[src/rtl/collision_engine_if.sv]
// Frame handshake and result bus between game logic and collision_engine.
// Wall coordinates are packed flat, wall i at [i*COORD_W +: COORD_W].
interface collision_engine_if #(
    parameter int N_WALLS = 4,
    parameter int COORD_W = 9,
    parameter int SCORE_W = 8,
    parameter int IDX_W   = (N_WALLS > 1) ? $clog2(N_WALLS) : 1
);
    logic                         start;
    logic                         clear;
    logic [COORD_W-1:0]           bird_x;
    logic [COORD_W-1:0]           bird_y;
    logic [N_WALLS*COORD_W-1:0]   wall_x;
    logic [N_WALLS*COORD_W-1:0]   wall_gap_y;
    logic [N_WALLS-1:0]           wall_en;
    logic                         busy;
    logic                         done;
    logic                         hit;
    logic [IDX_W-1:0]             hit_wall;
    logic                         hit_floor;
    logic                         score_pulse;
    logic [SCORE_W-1:0]           score;

    modport master (
        output start, clear, bird_x, bird_y, wall_x, wall_gap_y, wall_en,
        input  busy, done, hit, hit_wall, hit_floor, score_pulse, score
    );

    modport slave (
        input  start, clear, bird_x, bird_y, wall_x, wall_gap_y, wall_en,
        output busy, done, hit, hit_wall, hit_floor, score_pulse, score
    );
endinterface

[src/rtl/collision_engine.sv]
// Sequential multi-wall collision and scoring engine: snapshots one frame of
// positions on start, then evaluates one wall per clock (IDLE -> CHECK -> DONE).
module collision_engine #(
    parameter int N_WALLS  = 4,
    parameter int COORD_W  = 9,
    parameter int BIRD_W   = 10,
    parameter int BIRD_H   = 10,
    parameter int WALL_W   = 20,
    parameter int GAP_H    = 60,
    parameter int SCREEN_H = 240,
    parameter int SCORE_W  = 8,
    parameter int IDX_W    = (N_WALLS > 1) ? $clog2(N_WALLS) : 1
) (
    input logic               clk,
    input logic               reset,
    collision_engine_if.slave bus
);
    // Two guard bits so right/bottom edge sums never wrap.
    localparam int AW = COORD_W + 2;
    localparam logic [IDX_W-1:0] LAST_IDX = IDX_W'(N_WALLS - 1);

    typedef enum logic [1:0] {IDLE, CHECK, DONE} state_t;
    state_t state, state_d;

    logic [IDX_W-1:0]                 idx;
    logic [COORD_W-1:0]               snap_bx, snap_by;
    logic [N_WALLS-1:0][COORD_W-1:0]  snap_wx, snap_gy;
    logic [N_WALLS-1:0]               snap_en;
    logic [N_WALLS-1:0]               passed, passed_d;
    logic                             hit, hit_d, hit_base;
    logic                             hit_floor, hit_floor_d;
    logic [IDX_W-1:0]                 hit_wall, hit_wall_d;
    logic                             score_pulse, pass_now;
    logic [SCORE_W-1:0]               score, score_d;

    logic [AW-1:0] bx, by, wx, gy;
    logic          in_check, cur_en, xov, yout, wall_hit, behind, floor_hit;

    assign bx       = AW'(snap_bx);
    assign by       = AW'(snap_by);
    assign wx       = AW'(snap_wx[idx]);
    assign gy       = AW'(snap_gy[idx]);
    assign cur_en   = snap_en[idx];
    assign in_check = (state == CHECK);

    assign xov       = (bx + AW'(BIRD_W - 1) >= wx) && (bx <= wx + AW'(WALL_W - 1));
    assign yout      = (by < gy) || (by + AW'(BIRD_H) > gy + AW'(GAP_H));
    assign wall_hit  = in_check && cur_en && xov && yout;
    assign behind    = (wx + AW'(WALL_W - 1)) < bx;
    assign floor_hit = in_check && (idx == '0) &&
                       ((by + AW'(BIRD_H) > AW'(SCREEN_H)) || (by == '0));

    always_comb begin
        state_d  = state;
        bus.busy = 1'b0;
        bus.done = 1'b0;
        unique case (state)
            IDLE:  if (bus.start) state_d = CHECK;
            CHECK: begin
                bus.busy = 1'b1;
                if (idx == LAST_IDX) state_d = DONE;
            end
            DONE: begin
                bus.busy = 1'b1;
                bus.done = 1'b1;
                state_d  = IDLE;
            end
            default: state_d = IDLE;
        endcase
    end

    // clear is applied first, so a same-cycle collision or pass lands on top of it.
    always_comb begin
        hit_base    = hit & ~bus.clear;
        hit_d       = hit_base | wall_hit | floor_hit;
        hit_wall_d  = bus.clear ? '0 : hit_wall;
        if (wall_hit && !hit_base) hit_wall_d = idx;
        hit_floor_d = (hit_floor & ~bus.clear) | floor_hit;
        passed_d    = bus.clear ? '0 : passed;
        score_d     = bus.clear ? '0 : score;
        pass_now    = 1'b0;
        if (in_check && cur_en) begin
            if (behind) begin
                if (!passed_d[idx]) begin
                    passed_d[idx] = 1'b1;
                    pass_now      = 1'b1;
                    if (score_d != '1) score_d = score_d + 1'b1;
                end
            end else begin
                passed_d[idx] = 1'b0;
            end
        end
    end

    always_ff @(posedge clk) begin
        if (reset) begin
            state       <= IDLE;
            idx         <= '0;
            snap_bx     <= '0;
            snap_by     <= '0;
            snap_wx     <= '0;
            snap_gy     <= '0;
            snap_en     <= '0;
            passed      <= '0;
            hit         <= 1'b0;
            hit_wall    <= '0;
            hit_floor   <= 1'b0;
            score_pulse <= 1'b0;
            score       <= '0;
        end else begin
            state       <= state_d;
            passed      <= passed_d;
            hit         <= hit_d;
            hit_wall    <= hit_wall_d;
            hit_floor   <= hit_floor_d;
            score_pulse <= pass_now;
            score       <= score_d;
            if (state == IDLE) begin
                idx <= '0;
                if (bus.start) begin
                    snap_bx <= bus.bird_x;
                    snap_by <= bus.bird_y;
                    snap_wx <= bus.wall_x;
                    snap_gy <= bus.wall_gap_y;
                    snap_en <= bus.wall_en;
                end
            end else if (state == CHECK) begin
                idx <= idx + 1'b1;
            end
        end
    end

    assign bus.hit         = hit;
    assign bus.hit_wall    = hit_wall;
    assign bus.hit_floor   = hit_floor;
    assign bus.score_pulse = score_pulse;
    assign bus.score       = score;
endmodule

[src/flat_wrapper.sv]
// flat-port wrapper written by rule: the top's interface ports become plain ports
module collision_engine_flat 
#(
    parameter int N_WALLS  = 4,
    parameter int COORD_W  = 9,
    parameter int BIRD_W   = 10,
    parameter int BIRD_H   = 10,
    parameter int WALL_W   = 20,
    parameter int GAP_H    = 60,
    parameter int SCREEN_H = 240,
    parameter int SCORE_W  = 8,
    parameter int IDX_W    = (N_WALLS > 1) ? $clog2(N_WALLS) : 1
)
  (clk, reset, bus_start, bus_clear, bus_bird_x, bus_bird_y, bus_wall_x, bus_wall_gap_y, bus_wall_en, bus_busy, bus_done, bus_hit, bus_hit_wall, bus_hit_floor, bus_score_pulse, bus_score);
  collision_engine_if #(.N_WALLS(N_WALLS), .COORD_W(COORD_W), .SCORE_W(SCORE_W), .IDX_W(IDX_W)) bus_i ();
  input logic clk;
  input logic reset;
  input wire logic [$bits(bus_i.start)-1:0] bus_start;
  input wire logic [$bits(bus_i.clear)-1:0] bus_clear;
  input wire logic [$bits(bus_i.bird_x)-1:0] bus_bird_x;
  input wire logic [$bits(bus_i.bird_y)-1:0] bus_bird_y;
  input wire logic [$bits(bus_i.wall_x)-1:0] bus_wall_x;
  input wire logic [$bits(bus_i.wall_gap_y)-1:0] bus_wall_gap_y;
  input wire logic [$bits(bus_i.wall_en)-1:0] bus_wall_en;
  output wire logic [$bits(bus_i.busy)-1:0] bus_busy;
  output wire logic [$bits(bus_i.done)-1:0] bus_done;
  output wire logic [$bits(bus_i.hit)-1:0] bus_hit;
  output wire logic [$bits(bus_i.hit_wall)-1:0] bus_hit_wall;
  output wire logic [$bits(bus_i.hit_floor)-1:0] bus_hit_floor;
  output wire logic [$bits(bus_i.score_pulse)-1:0] bus_score_pulse;
  output wire logic [$bits(bus_i.score)-1:0] bus_score;
  assign bus_i.start = bus_start;
  assign bus_i.clear = bus_clear;
  assign bus_i.bird_x = bus_bird_x;
  assign bus_i.bird_y = bus_bird_y;
  assign bus_i.wall_x = bus_wall_x;
  assign bus_i.wall_gap_y = bus_wall_gap_y;
  assign bus_i.wall_en = bus_wall_en;
  assign bus_busy = bus_i.busy;
  assign bus_done = bus_i.done;
  assign bus_hit = bus_i.hit;
  assign bus_hit_wall = bus_i.hit_wall;
  assign bus_hit_floor = bus_i.hit_floor;
  assign bus_score_pulse = bus_i.score_pulse;
  assign bus_score = bus_i.score;
  collision_engine #(.N_WALLS(N_WALLS), .COORD_W(COORD_W), .BIRD_W(BIRD_W), .BIRD_H(BIRD_H), .WALL_W(WALL_W), .GAP_H(GAP_H), .SCREEN_H(SCREEN_H), .SCORE_W(SCORE_W), .IDX_W(IDX_W)) u_core (.clk(clk), .reset(reset), .bus(bus_i));
endmodule
[config.mk]
export PLATFORM = sky130hd
export DESIGN_NAME = collision_engine_flat
export DESIGN_NICKNAME = d
export VERILOG_FILES = /design/src/rtl/collision_engine_if.sv /design/src/rtl/collision_engine.sv /design/src/flat_wrapper.sv
export SDC_FILE = /design/constraint.sdc
export NUM_CORES = 1
export LEC_CHECK = 0
export ABC_AREA = 1
export BUFFER_PORTS_ARGS = -buffer_cell sky130_fd_sc_hd__buf_2
export CAP_MARGIN = 10
export CORE_MARGIN = 2
export CORE_UTILIZATION = 30
export CTS_CLUSTER_DIAMETER = 100
export DETAILED_ROUTE_END_ITERATION = 10
export PLACE_DENSITY = 0.5
export REMOVE_ABC_BUFFERS = 1
export SLEW_MARGIN = 15
export SYNTH_ARGS = -nofsm -noshare
export SYNTH_HDL_FRONTEND = slang
export SYNTH_SLANG_ARGS = --single-unit
[constraint.sdc]
create_clock -name clk -period 4.2 [get_ports clk]
set_input_delay 0.21 -clock clk [delete_from_list [all_inputs] [get_ports clk]]
set_output_delay 0.21 -clock clk [all_outputs]
set_load 0.03 [all_outputs]
==> impl_metrics.json, run 1 <==
{
  "status": "completed",
  "ys_dominant_reg_cell": "dfxtp_1",
  "ctsResizeCount": 0,
  "yosysWarningCount": 0,
  "die_w_um": 150,
  "cts_tree": "built",
  "initial_core_util_pct": 30.6,
  "avgSynthCellArea_um2": 6.94,
  "path_clk_slew_ns": 0.06,
  "hpwl_mm": 12.7,
  "cp_max_fo": 37,
  "syn_area_um2": 6430,
  "grt_start_max_net_pins": 61,
  "cp-start-kind": "flip-flop",
  "yosysUniqueCellTypes": 43,
  "cellLeakagePower_nw": 3.54,
  "cts-buffers-inserted": 17,
  "synth-async-reset-ratio_pct": 0,
  "globalRouteMet2Util_pct": 26.4,
  "globalplace.congestion": 0.820,
  "synthAdderAreaFrac_pct": 9.15,
  "p_total_mw": 3.73,
  "num_io_pins": 113,
  "clock-sinks": 115,
  "drc": 0,
  "synth_mux_area_share_pct": 0,
  "ys_seq_area_share_pct": 35.8,
  "crit_start": "u_core.idx[0]$_SDFFE_PP0P_",
  "use_met1_pct": 21.1,
  "totalWireLength_mm": 17.3,
  "finalCritPeriodShare_pct": 82.2,
  "routedWlPerCell_um": 13.2,
  "gr-usage-met3_pct": 3.70,
  "max_freq_ghz": 0.290,
  "cap_violations": 0,
  "cts-hold-fix-buffers": 0,
  "cp.required_ns": 4.55,
  "dr.pass1.iters": 5,
  "hold_class": "in -> reg",
  "antenna_found_initial": 0,
  "maxSlewHeadroom_pct": 54.3,
  "rsz0062_at_grt": "no",
  "synthCells": 926,
  "grt_pass1_vias": 5702,
  "crit_arrival_ns": 3.80,
  "busiest_layer": "met2",
  "hold_viol": 0,
  "grt-ovfl-total": 0,
  "setup_viol": 0,
  "synth_compound_area_share_pct": 17.9,
  "via_per_inst": 4.62,
  "post-place-ws_ns": 0.785,
  "finalMaxSlewViolations": 0,
  "first_iter_violations": 288,
  "root_buffer": "clkbuf_16",
  "ys_ff_latch": 115,
  "antenna_cells": 0,
  "synth_top_area_cell": "dfxtp_1",
  "critical_path_class": "reg -> reg",
  "synth_top_family_by_area": "simple AND/OR/NAND/NOR gates",
  "ant_nets": 0,
  "synth_edf_count": 0,
  "dpl.cell_count": 1276,
  "area_growth_pct": 21.2,
  "die_area_um2": 22600,
  "grt_usage_pct": 16.1,
  "fp.dieH_um": 150,
  "powerDensity_nw_per_um2": 479,
  "stdcell_count": 1308,
  "setup_ws_ns": 0.749,
  "cts_setup_buffers": 0,
  "yosys.area_share.xor_xnor_pct": 3.27,
  "io_buffers": 112,
  "ir_drop_v": 0.000210,
  "r2r_start": "u_core.idx[0]$_SDFFE_PP0P_",
  "synth_most_common_cell": "nor2_1",
  "fin_tns_setup_ns": 0,
  "grt_pass1_wl_mm": 28.3,
  "htree_levels": 4,
  "clk_latency_ns": 0.43,
  "vias": 6046,
  "synthTopCellsByArea": "dfxtp_1 36%, nor2_1 11%, o21ai_0 9.2%",
  "final.min_clock_period_ns": 3.45,
  "synth_top_area_share_pct": 35.8,
  "synth_commonest_cells": "187 x nor2_1, 148 x nand2_1, 118 x o21ai_0",
  "finalNetCount": 1165,
  "core_um2": 21000,
  "end_kind": "flip-flop",
  "synth-simple-area-share_pct": 25.2,
  "clock_path_buffers": 2,
  "drive_gt1_share_pct": 16.8,
  "worstMarginPinSlew_ns": 0.685,
  "min_from": "bus_wall_x[29]",
  "fin_skew_ns": 0.0133,
  "rows": 53
}
## cell usage in the layout, fill, tap and decap left out, drive strengths merged
| cell type | instances |
|---|---|
| a211oi | 1 |
| a21boi | 1 |
| a21o | 2 |
| a21oi | 62 |
| a22oi | 3 |
| a31oi | 2 |
| a32o | 5 |
| a32oi | 4 |
| and2 | 1 |
| and3 | 2 |
| buf | 120 |
| bufinv | 3 |
| clkbuf | 18 |
| clkinv | 4 |
| clkinvlp | 5 |
| dfxtp | 115 |
| ha | 47 |
| inv | 89 |
| nand2 | 156 |
| nand3 | 30 |
| nand3b | 1 |
| nand4 | 8 |
| nor2 | 190 |
| nor3 | 4 |
| nor4 | 3 |
| o2111ai | 1 |
| o211ai | 6 |
| o21a | 1 |
| o21ai | 123 |
| o22ai | 2 |
| xnor2 | 4 |
| xor2 | 20 |
## final cells by class
class / count / area, µm²
inverter: 87 / 329
fill: 2287 / 13200
clock buffer: 18 / 439
timing repair buffer: 120 / 621
clock inverter: 14 / 176
tap: 275 / 344
multi-input combinational: 679 / 3580
sequential: 115 / 2300
## report_power, final
part	total (mW)	internal [mW]	switching, mW
clock network	1.51	0.953	0.555
registers	1.29	1.21	0.0800
logic	0.932	0.348	0.583
## stage by stage
stage	util, %	hold WS, ns	cell area [µm²]
floorplan	-	0.279	6200
global placement	34.1	0.445	7170
detailed placement	34.1	0.446	7170
CTS	37.1	0.0164	7790
global route	37.1	0.0332	7790
finish	37.1	0.0253	7790
## logic make-up after synthesis
group | count (synthesis)
xor gates and xnor gates | 24
buffers and inverters | 132
DFF | 115
adders and majority gates | 47
AOI/OAI and AO/OA | 213
and+or+nand+nor | 395
## path summary, 6_finish.rpt
check / end / slack [ns] / cells past startpoint
max: u_core.bus.hit_wall[0]$_SDFFE_PP0P_ / 0.75 / 19
max reg2reg: u_core.bus.hit_wall[0]$_SDFFE_PP0P_ / 0.75 / 19
min reg2reg: u_core.snap_wx[8]$_SDFFE_PP0P_ / 0.46 / 2
min: u_core.snap_wx[29]$_SDFFE_PP0P_ / 0.03 / 3
## registers in the layout, indices dropped and copies added, names as in the netlist
signal / count
u_core.bus.score_pulse: 1
u_core.snap_wx: 36
u_core.snap_gy: 36
u_core.snap_bx: 9
u_core.idx: 2
u_core.bus.hit_wall: 2
u_core.snap_by: 9
u_core.state: 2
u_core.snap_en: 4
u_core.bus.hit: 1
u_core.bus.hit_floor: 1
u_core.passed: 4
u_core.bus.score: 8
## critical path, stage by stage, from the launching register on
cell	delay, ns
dfxtp_2	0.44
buf_4	0.41
nand2_1	0.09
a32oi_1	0.31
inv_1	0.16
ha_1	0.23
nand3_1	0.14
nand2_1	0.07
nor2_1	0.12
xor2_1	0.08
ha_1	0.30
and3_1	0.20
nand3_1	0.09
nand3_1	0.10
nand2_1	0.05
nand2_1	0.10
nand3_1	0.11
nor2_1	0.16
nand2_1	0.07
a21oi_1	0.14
## metal layers
| metal | routed length, µm | share of wire (%) |
|---|---|---|
| met3 | 593 | 3.4 |
| met5 | 0 | 0 |
| met4 | 107 | 0.62 |
| met1 | 8630 | 50 |
| met2 | 7940 | 46 |
Note: power is estimated with default switching activity, not from simulation.
==> run 2: changes to the inputs <==
- PLACE_DENSITY: 0.5 -> 0.52
- clock period: 4.2 -> 3 ns (I/O delays scaled with it)
==> impl_metrics.json, run 2 (synthesized netlist as in run 1, its figures left out) <==
{
  "gr-usage-met3_pct": 3.12,
  "totalWireLength_mm": 17.5,
  "r2r_setup_slack_ns": 0.11,
  "post-place-ws_ns": -0.0966,
  "clk_latency_ns": 0.42,
  "path_common_cell": "nand2_1",
  "cp-start-kind": "flip-flop",
  "drc": 0,
  "die_area_um2": 22600,
  "core_um2": 21000,
  "vias": 6262,
  "setup_viol": 0,
  "r2r_start": "u_core.idx[0]$_SDFFE_PP0P_",
  "dr.pass1.iters": 7,
  "worstHoldPathCells": 3,
  "rsz0062_at_grt": "yes",
  "area_growth_pct": 35.1,
  "hold_class": "in -> reg",
  "mostFrequentLayoutCell": "nor2_1",
  "grt_usage_pct": 16.0,
  "globalRouteMet2Util_pct": 26.3,
  "hold_viol": 0,
  "worstMarginPinSlew_ns": 0.798,
  "drive_gt1_share_pct": 21.5,
  "first_iter_violations": 220,
  "clock-sinks": 115,
  "dpl.cell_count": 1289,
  "io_buffers": 112,
  "fin_skew_ns": 0.00893,
  "routedWlPerCell_um": 12.7,
  "critical_path_class": "reg -> reg",
  "max_freq_ghz": 0.347,
  "cap_violations": 0,
  "maxSlewHeadroom_pct": 46.7,
  "cellLeakagePower_nw": 3.94,
  "reg2reg_depth": 21,
  "cp_max_fo": 8,
  "fin_util_pct": 41.3,
  "reg2reg_to": "u_core.bus.score[3]$_SDFF_PP0_",
  "cts_tree": "built",
  "finalMaxSlewViolations": 0,
  "final.min_clock_period_ns": 2.89,
  "status": "completed",
  "grt_pass1_wl_mm": 28.0,
  "use_met1_pct": 20.8,
  "root_buffer": "clkbuf_16",
  "grt_pass1_vias": 5753,
  "htree_levels": 4,
  "num_io_pins": 113,
  "initial_core_util_pct": 30.6,
  "grt-ovfl-total": 0,
  "busiest_layer": "met2",
  "finalNetCount": 1233,
  "crit_path_top_delay_cell": "dfxtp_4",
  "ir_drop_v": 0.000363,
  "hpwl_mm": 12.8,
  "globalplace.congestion": 0.790,
  "ant_nets": 0,
  "top_regs": "u_core.snap_gy: 36 flops, u_core.snap_wx: 36 flops",
  "antenna_found_initial": 0,
  "crit_arrival_ns": 3.24,
  "holdPathEnd": "u_core.snap_wx[18]$_SDFFE_PP0P_",
  "slowest_delay_ns": 0.43,
  "antenna_cells": 0,
  "via_per_inst": 4.55,
  "stdcell_count": 1376,
  "min_from": "bus_wall_x[18]",
  "path_clk_slew_ns": 0.06,
  "final_cell_mix": "185 x nor2_1, 137 x nand2_1, 113 x o21ai_0, 113 x dfxtp_1, 112 x buf_2",
  "grt_start_max_net_pins": 56,
  "die_w_um": 150,
  "crit_chain": "buf_12 > nand2_2 > nand3_2 > nand2_2 > ha_4 > buf_4 > xor2_1 > inv_1 > ha_1 > a21oi_1 > o21ai_0 > nand2_1 > nand2_1 > a21boi_1 > buf_4 > nand2_8 > nor2_4 > nand2_4 > o21ai_2 > nand2_1 > nor2_1",
  "end_kind": "flip-flop",
  "cp.required_ns": 3.36,
  "setup_ws_ns": 0.115,
  "rows": 53,
  "cts-buffers-inserted": 17,
  "finalCritPeriodShare_pct": 96.2,
  "clock_path_buffers": 2,
  "fp.dieH_um": 150,
  "powerDensity_nw_per_um2": 624
}
## run 2: where the power goes
group / internal, mW / switching [mW]
Clock: 1.34 / 0.774
Combinational: 0.635 / 0.870
Sequential: 1.70 / 0.109
Total: 3.67 / 1.75
## run 2: metal layers
metal / part of all wire [%] / wire length (µm)
met1: 48 / 8320
met2: 47 / 8210
met3: 4.2 / 736
met4: 1.4 / 241
met5: 0 / 0
## run 2: cell type report
class,count,area (µm²)
Timing Repair Buffer,188,1340
Fill cell,2224,12300
Clock inverter,14,176
Tap cell,275,344
Sequential cell,115,2310
Clock buffer,18,439
Inverter,87,337
Multi-Input combinational cell,679,3740
## run 2: timing repair
item	CTS	global route
buffers inserted	2	11
hold buffers	41	0
setup endpoints to repair	5	12
resized for setup	8	54
pin swaps	2	30
hold endpoints to repair	41	0
gates cloned	0	1
## run 2: critical path, delay by kind of cell, from the launching register on
kind	cells	cell delay, ns
flops	1	0.43
buf+inv	4	0.48
fa+ha+maj	2	0.45
simple gates	10	0.76
compound gates	4	0.51
xor+xnor	1	0.15
## run 2: worst max path at each step
stage                     slack [ns]  cells after the start                        from                                   to
after CTS                       0.02                     19  u_core.idx[0]$_SDFFE_PP0P_  u_core.bus.hit_wall[0]$_SDFFE_PP0P_
after floorplan                -0.72                     24  u_core.idx[0]$_SDFFE_PP0P_       u_core.bus.score[2]$_SDFF_PP0_
after global placement         -0.03                     19  u_core.idx[0]$_SDFFE_PP0P_  u_core.bus.hit_wall[1]$_SDFFE_PP0P_
after detailed placement        -0.1                     19  u_core.idx[0]$_SDFFE_PP0P_  u_core.bus.hit_wall[1]$_SDFFE_PP0P_
final                           0.11                     21  u_core.idx[0]$_SDFFE_PP0P_       u_core.bus.score[3]$_SDFF_PP0_
after global routing           -0.17                     22  u_core.idx[0]$_SDFFE_PP0P_       u_core.bus.score[3]$_SDFF_PP0_
## run 2: stage by stage
stage	hold WS (ns)	cell area [µm²]	TNS [ns]	total power, mW
finish	0.00472	8680	0	5.42
global route	0.00990	8680	-0.593	5.80
CTS	0.000545	8390	0	5.37
detailed placement	0.409	7320	-0.209	3.19
global placement	0.406	7320	-0.0457	3.18
floorplan	0.219	6200	-32.82	2.76
